File: src/rtl/acc_drain.sv
// acc_drain: captures a vector of NUM_ACC signed accumulator lanes.
// The lanes are then drained one word per handshake on a valid/ready stream.
// Each word is arithmetically shifted right by RSHIFT and narrowed to OUT_WIDTH.
// A new vector may be accepted on the last-beat handshake, so there is no bubble
// between vectors.
// Optional feature macro: ACC_DRAIN_SAT_EN
//   defined   -> saturate to the OUT_WIDTH signed range and flag the word on out_sat
//   undefined -> two's-complement wrap (low OUT_WIDTH bits), out_sat tied low
module acc_drain #(
    parameter int NUM_ACC   = 4,
    parameter int IN_WIDTH  = 32,
    parameter int OUT_WIDTH = 16,
    parameter int RSHIFT    = 0
) (
    input  logic                          clk,
    input  logic                          reset,
    input  logic                          load_valid,
    output logic                          load_ready,
    input  logic [NUM_ACC*IN_WIDTH-1:0]   load_data,
    output logic                          out_valid,
    input  logic                          out_ready,
    output logic [OUT_WIDTH-1:0]          out_data,
    output logic [$clog2(NUM_ACC)-1:0]    out_index,
    output logic                          out_last,
    output logic                          out_sat
);

    localparam int IDX_W = $clog2(NUM_ACC);
    localparam logic [IDX_W-1:0] LAST_IDX = IDX_W'(NUM_ACC - 1);

    typedef enum logic [0:0] {
        ST_IDLE  = 1'b0,
        ST_DRAIN = 1'b1
    } state_t;

    // Shift, then narrow one lane; returns {sat_flag, word}.
    function automatic logic [OUT_WIDTH:0] narrow_lane(input logic signed [IN_WIDTH-1:0] lane);
        logic signed [IN_WIDTH-1:0] shifted;
`ifdef ACC_DRAIN_SAT_EN
        logic signed [IN_WIDTH-1:0] sat_max;
        logic signed [IN_WIDTH-1:0] sat_min;
`endif
        shifted = lane >>> RSHIFT;
`ifdef ACC_DRAIN_SAT_EN
        sat_max = {{(IN_WIDTH-OUT_WIDTH+1){1'b0}}, {(OUT_WIDTH-1){1'b1}}};
        sat_min = {{(IN_WIDTH-OUT_WIDTH+1){1'b1}}, {(OUT_WIDTH-1){1'b0}}};
        if (shifted > sat_max) begin
            narrow_lane = {1'b1, sat_max[OUT_WIDTH-1:0]};
        end else if (shifted < sat_min) begin
            narrow_lane = {1'b1, sat_min[OUT_WIDTH-1:0]};
        end else begin
            narrow_lane = {1'b0, shifted[OUT_WIDTH-1:0]};
        end
`else
        narrow_lane = {1'b0, shifted[OUT_WIDTH-1:0]};
`endif
    endfunction

    state_t                        r_state;
    state_t                        w_state_nxt;
    logic [IDX_W-1:0]              r_index;
    logic [IDX_W-1:0]              w_index_nxt;
    logic [NUM_ACC*IN_WIDTH-1:0]   r_lanes;
    logic [NUM_ACC*IN_WIDTH-1:0]   w_lanes_nxt;
    logic signed [IN_WIDTH-1:0]    w_lane_sel;
    logic [OUT_WIDTH:0]            w_narrowed;
    logic                          w_load_ready;
    logic                          w_out_valid;
    logic                          w_load_fire;
    logic                          w_out_fire;
    logic [OUT_WIDTH-1:0]          r_out_data;
    logic [IDX_W-1:0]              r_out_index;
    logic                          r_out_last;
    logic                          r_out_sat;

    // State register: reset returns to IDLE at index 0.
    always_ff @(posedge clk) begin
        if (reset) begin
            r_state <= ST_IDLE;
            r_index <= '0;
        end else begin
            r_state <= w_state_nxt;
            r_index <= w_index_nxt;
        end
    end

    // Next-state logic: advance the index on each accepted word and reload on the last beat.
    always_comb begin
        w_state_nxt = r_state;
        w_index_nxt = r_index;
        case (r_state)
            ST_IDLE: begin
                if (w_load_fire) begin
                    w_state_nxt = ST_DRAIN;
                    w_index_nxt = '0;
                end else begin
                    w_state_nxt = ST_IDLE;
                end
            end
            ST_DRAIN: begin
                if (w_out_fire) begin
                    if (r_index == LAST_IDX) begin
                        w_state_nxt = w_load_fire ? ST_DRAIN : ST_IDLE;
                        w_index_nxt = '0;
                    end else begin
                        w_index_nxt = r_index + IDX_W'(1);
                    end
                end else begin
                    w_index_nxt = r_index;
                end
            end
            default: begin
                w_state_nxt = ST_IDLE;
                w_index_nxt = '0;
            end
        endcase
    end

    // Handshake outputs: ready in IDLE or on the last-beat handshake; valid while draining.
    always_comb begin
        w_out_valid  = 1'b0;
        w_load_ready = 1'b0;
        case (r_state)
            ST_IDLE: begin
                w_out_valid  = 1'b0;
                w_load_ready = 1'b1;
            end
            ST_DRAIN: begin
                w_out_valid  = 1'b1;
                w_load_ready = out_ready && (r_index == LAST_IDX);
            end
            default: begin
                w_out_valid  = 1'b0;
                w_load_ready = 1'b0;
            end
        endcase
    end

    assign w_load_fire = load_valid && w_load_ready;
    assign w_out_fire  = w_out_valid && out_ready;

    // Lane select for the word to be presented next cycle (new vector if one is being taken).
    always_comb begin
        w_lanes_nxt = w_load_fire ? load_data : r_lanes;
        w_lane_sel  = w_lanes_nxt[int'(w_index_nxt)*IN_WIDTH +: IN_WIDTH];
        w_narrowed  = narrow_lane(w_lane_sel);
    end

    // Captured lanes: written only when a load is accepted.
    always_ff @(posedge clk) begin
        if (reset) begin
            r_lanes <= '0;
        end else if (w_load_fire) begin
            r_lanes <= load_data;
        end else begin
            r_lanes <= r_lanes;
        end
    end

    // Word outputs are registered so out_ready never reaches them combinationally.
    always_ff @(posedge clk) begin
        if (reset) begin
            r_out_data  <= '0;
            r_out_index <= '0;
            r_out_last  <= 1'b0;
            r_out_sat   <= 1'b0;
        end else if (w_state_nxt == ST_DRAIN) begin
            r_out_data  <= w_narrowed[OUT_WIDTH-1:0];
            r_out_index <= w_index_nxt;
            r_out_last  <= (w_index_nxt == LAST_IDX);
            r_out_sat   <= w_narrowed[OUT_WIDTH];
        end else begin
            r_out_data  <= '0;
            r_out_index <= '0;
            r_out_last  <= 1'b0;
            r_out_sat   <= 1'b0;
        end
    end

    assign load_ready = w_load_ready;
    assign out_valid  = w_out_valid;
    assign out_data   = r_out_data;
    assign out_index  = r_out_index;
    assign out_last   = r_out_last;
    assign out_sat    = r_out_sat;

endmodule

File: config.mk
export PLATFORM = sky130hd
export DESIGN_NAME = acc_drain
export DESIGN_NICKNAME = d
export VERILOG_FILES = /design/src/rtl/acc_drain.sv
export SDC_FILE = /design/constraint.sdc
export NUM_CORES = 1
export LEC_CHECK = 0
export CAP_MARGIN = 20
export CORE_MARGIN = 2
export CORE_UTILIZATION = 25
export CTS_CLUSTER_DIAMETER = 50
export CTS_CLUSTER_SIZE = 24
export DETAILED_ROUTE_END_ITERATION = 8
export GPL_TIMING_DRIVEN = 0
export PLACE_DENSITY = 0.49
export SLEW_MARGIN = 10
export SYNTH_ARGS = -nofsm -noshare
export SYNTH_HDL_FRONTEND = slang
export SYNTH_SLANG_ARGS = --single-unit
File: constraint.sdc
create_clock -name clk -period 1.8 [get_ports clk]
set_input_delay 0.27 -clock clk [delete_from_list [all_inputs] [get_ports clk]]
set_output_delay 0.27 -clock clk [all_outputs]
set_load 0.02 [all_outputs]
==> metrics.txt <==
Hold-fix buffers, CTS 0; number of warnings issued by yosys 0; CP arrival 2.08 ns; Int Pwr 3.83 mW; Sink Count 86; clock skew around 0.01 ns; Hold Crit Start out_ready; vias 4673; worst setup path class register to register; top-count cell post-synth nand2_1; CTS Buffer Depth 2; Final WS setup -0.0779 ns; Final ANT Viol Nets 0; syn nets 710; Area Overhead vs Synth 53.4%; final wirelength roughly 17 mm; number of flops mapped to enable cells by yosys 0; placer congestion estimate 0.864; largest net degree at the start of global routing 16; Total Die Area about 19000 um^2; RSZ-0062 raised after global routing yes; Max-Slew Margin vs Limit around 66%; CTS Buf Count 9; top post-synthesis cells by count nand2_1, or3_1, dfxtp_1, a21oi_1, clkbuf_1; crit path launch type register; Die Wd 137 um; Core ar. 17200 um^2; minimum clock period after layout 1.88 ns; worst-margin pin slew 0.503 ns; worst r2r path cells 7; total iterations of the first detailed-routing run 5; wire length per cell 18.2 um; Total GRT Usage 18.0%; layout cells sized above 1 22.7%; worst reg-to-reg setup slack -0.08 ns; DRC viols 0; htree depth 3; syn avg cell area 7.62 um^2; # nets final 820; CP Max Fanout 10; Gate power share 22.6%; Sw Share 28.5%; synth top area cells dfxtp_1, or3_1, nand2_1; filler instances about 1800; Switch Pwr 1.53 mW; IR Drop Worst-Case VDD 0.000554 V; Max-Cap Viols 0; number of global-route vias before repair approximately 4600; total negative slack -0.624 ns; Synth Flop Type dfxtp_1; Required @ worst endpoint between 2 and 2.5 ns; clock-pin slew on the worst setup and hold paths 0.06 ns; Placed Cells 889; max frequency 533 MHz; dominant cell type by area after synthesis dfxtp_1; Worst setup EP type register; Initial Util 25.5%; n_diodes 0; global-route wire length before repair 25.4 mm; I/O Pins 154; Finish-stage setup viols 17; hold depth 4; fin cells about 920; Mapped Area 4400 um^2; Slew Limit Fails 0; Worst Hold End r_index[0]; CTS tree yes; final critical-path share of the clock period 104%; GR Overflow Total 0; site row count 48; worst reg2reg endpoint out_data[3]; failing checks setup timing; Post-Syn Instances 577; DR iter-0 viols about 320; post-synthesis register bit count 86; reg2reg start r_index[0]; leakage 2.39 nW; sequential fraction of the synthesis area 39.2%; status complete, but fails checks; pwr dens between 700 and 800 nW/um^2; Worst Hold Class input pin to register; Final HPWL DP 12.3 mm; Final Hold Vio Count 0; clock network power share 38.6%; share of the synthesized area in the top cell type 39.2%; clk_lat worst skew 0.35 ns; vias per inst 5.10; initial antenna violation count 0; Port Buffers 87; DIE HEIGHT 137 um; sequential share of power between 30 and 40%; Async SR Flop Fraction 0%; root buf cell clkbuf_16; number of distinct library cells after synthesis 30
-- per-stage QoR --
stage | hold WS [ns] | util, % | worst slack (ns) | power (mW) | area (um^2)
after global routing | 0.396 | 39.1 | -0.144 | 5.57 | 6750
after CTS | 0.356 | 38.2 | -0.0306 | 5.33 | 6580
after global placement | 0.443 | 32.2 | -0.885 | 3.04 | 5550
after detailed placement | 0.449 | 32.2 | -0.893 | 3.06 | 5550
after floorplan | 0.406 | - | 0.0647 | 2.62 | 4400
final | 0.362 | 39.1 | -0.0779 | 5.35 | 6750
-- power by group through the flow --
stage          Combinational (mW)  Sequential, mW  Clock, mW
5_1_grt                      1.30            2.09       2.18
3_3_place_gp                0.927            2.11          0
6_report                     1.21            2.08       2.07
2_1_floorplan               0.477            2.14          0
4_1_cts                      1.15            2.07       2.10
3_5_place_dp                0.943            2.12          0
-- layer usage --
layer / wire, um / part of all wire [%] / up-vias / global-route usage, %
li1: - / - / 2279 / -
met1: 7610 / 46 / 2219 / 23.6
met2: 7670 / 46 / 144 / 29.5
met3: 965 / 5.8 / 31 / 3.04
met4: 461 / 2.8 / 0 / 7.29
met5: 0 / 0 / - / 0
-- worst max-delay path: stages (launching register included) --
cell,delay [ns]
dfxtp_4,0.36
ha_4,0.18
a21boi_4,0.26
inv_4,0.10
buf_8,0.15
or3_4,0.34
a31oi_4,0.22
o32ai_4,0.12
-- state kept, by name, indices dropped and copies added (netlist names) --
signal     flops
out_data      16
r_lanes       64
out_last       1
r_state        1
out_index      2
r_index        2
-- how the worst max path moves through the flow --
stage	startpoint	to	slack, ns	depth (start not counted)
after floorplan	r_index[0]	out_data[10]	0.06	7
final	r_index[0]	out_data[3]	-0.08	7
after global placement	load_valid	out_data[4]	-0.88	7
after global routing	r_index[0]	out_data[11]	-0.14	7
after detailed placement	load_valid	out_data[4]	-0.89	7
after CTS	r_index[0]	out_data[3]	-0.03	7
-- logic make-up (layout without fill, tap and decap cells) --
family	Yosys count	in the layout	synth area share [%]
AO/OA/AOI/OAI	152	152	23.0
other	1	1	0.0853
multiplexers	1	1	0.228
adder cells (fa/ha/maj)	1	1	0.285
flip-flops	86	86	39.2
AND/OR/NAND/NOR	255	255	29.5
buffers and inverters	81	196	7.77
-- area by class of cell --
type | instances | area (um^2) | share of cell area (%)
Inverter | 22 | 85.1 | 1.26
Clock inverter | 6 | 95.1 | 1.41
Timing Repair Buffer | 99 | 961 | 14.2
Buffer | 59 | 367 | 5.43
Multi-Input combinational cell | 410 | 3000 | 44.5
Tap cell | 225 | 282 | 4.17
Sequential cell | 86 | 1730 | 25.6
Clock buffer | 10 | 229 | 3.39
-- cells in the final DEF, fill, tap and decap left out, types with 5 or more instances in the layout --
cell and instances:
nand2_1 113, clkdlybuf4s50_1 85, dfxtp_1 83, or3_1 81, a21oi_1 49, buf_4 24
inv_1 20, a31oi_4 20, and3_1 17, nor2b_1 17, clkbuf_1 16, o32ai_2 16
clkbuf_2 15, or3_4 15, o32ai_1 14, a211oi_1 11, a31oi_2 9, o21ai_1 9
clkbuf_16 9, buf_2 6, nor2_1 5, clkbuf_4 5, a211oi_2 5
-- timing repair --
action,4_1_cts,5_1_grt
hold endpoints to repair,0,0
resized for setup,143,38
pin swaps,43,13
buffers inserted,11,1
setup endpoints to repair,83,58
(Power assumes the default switching activity.)
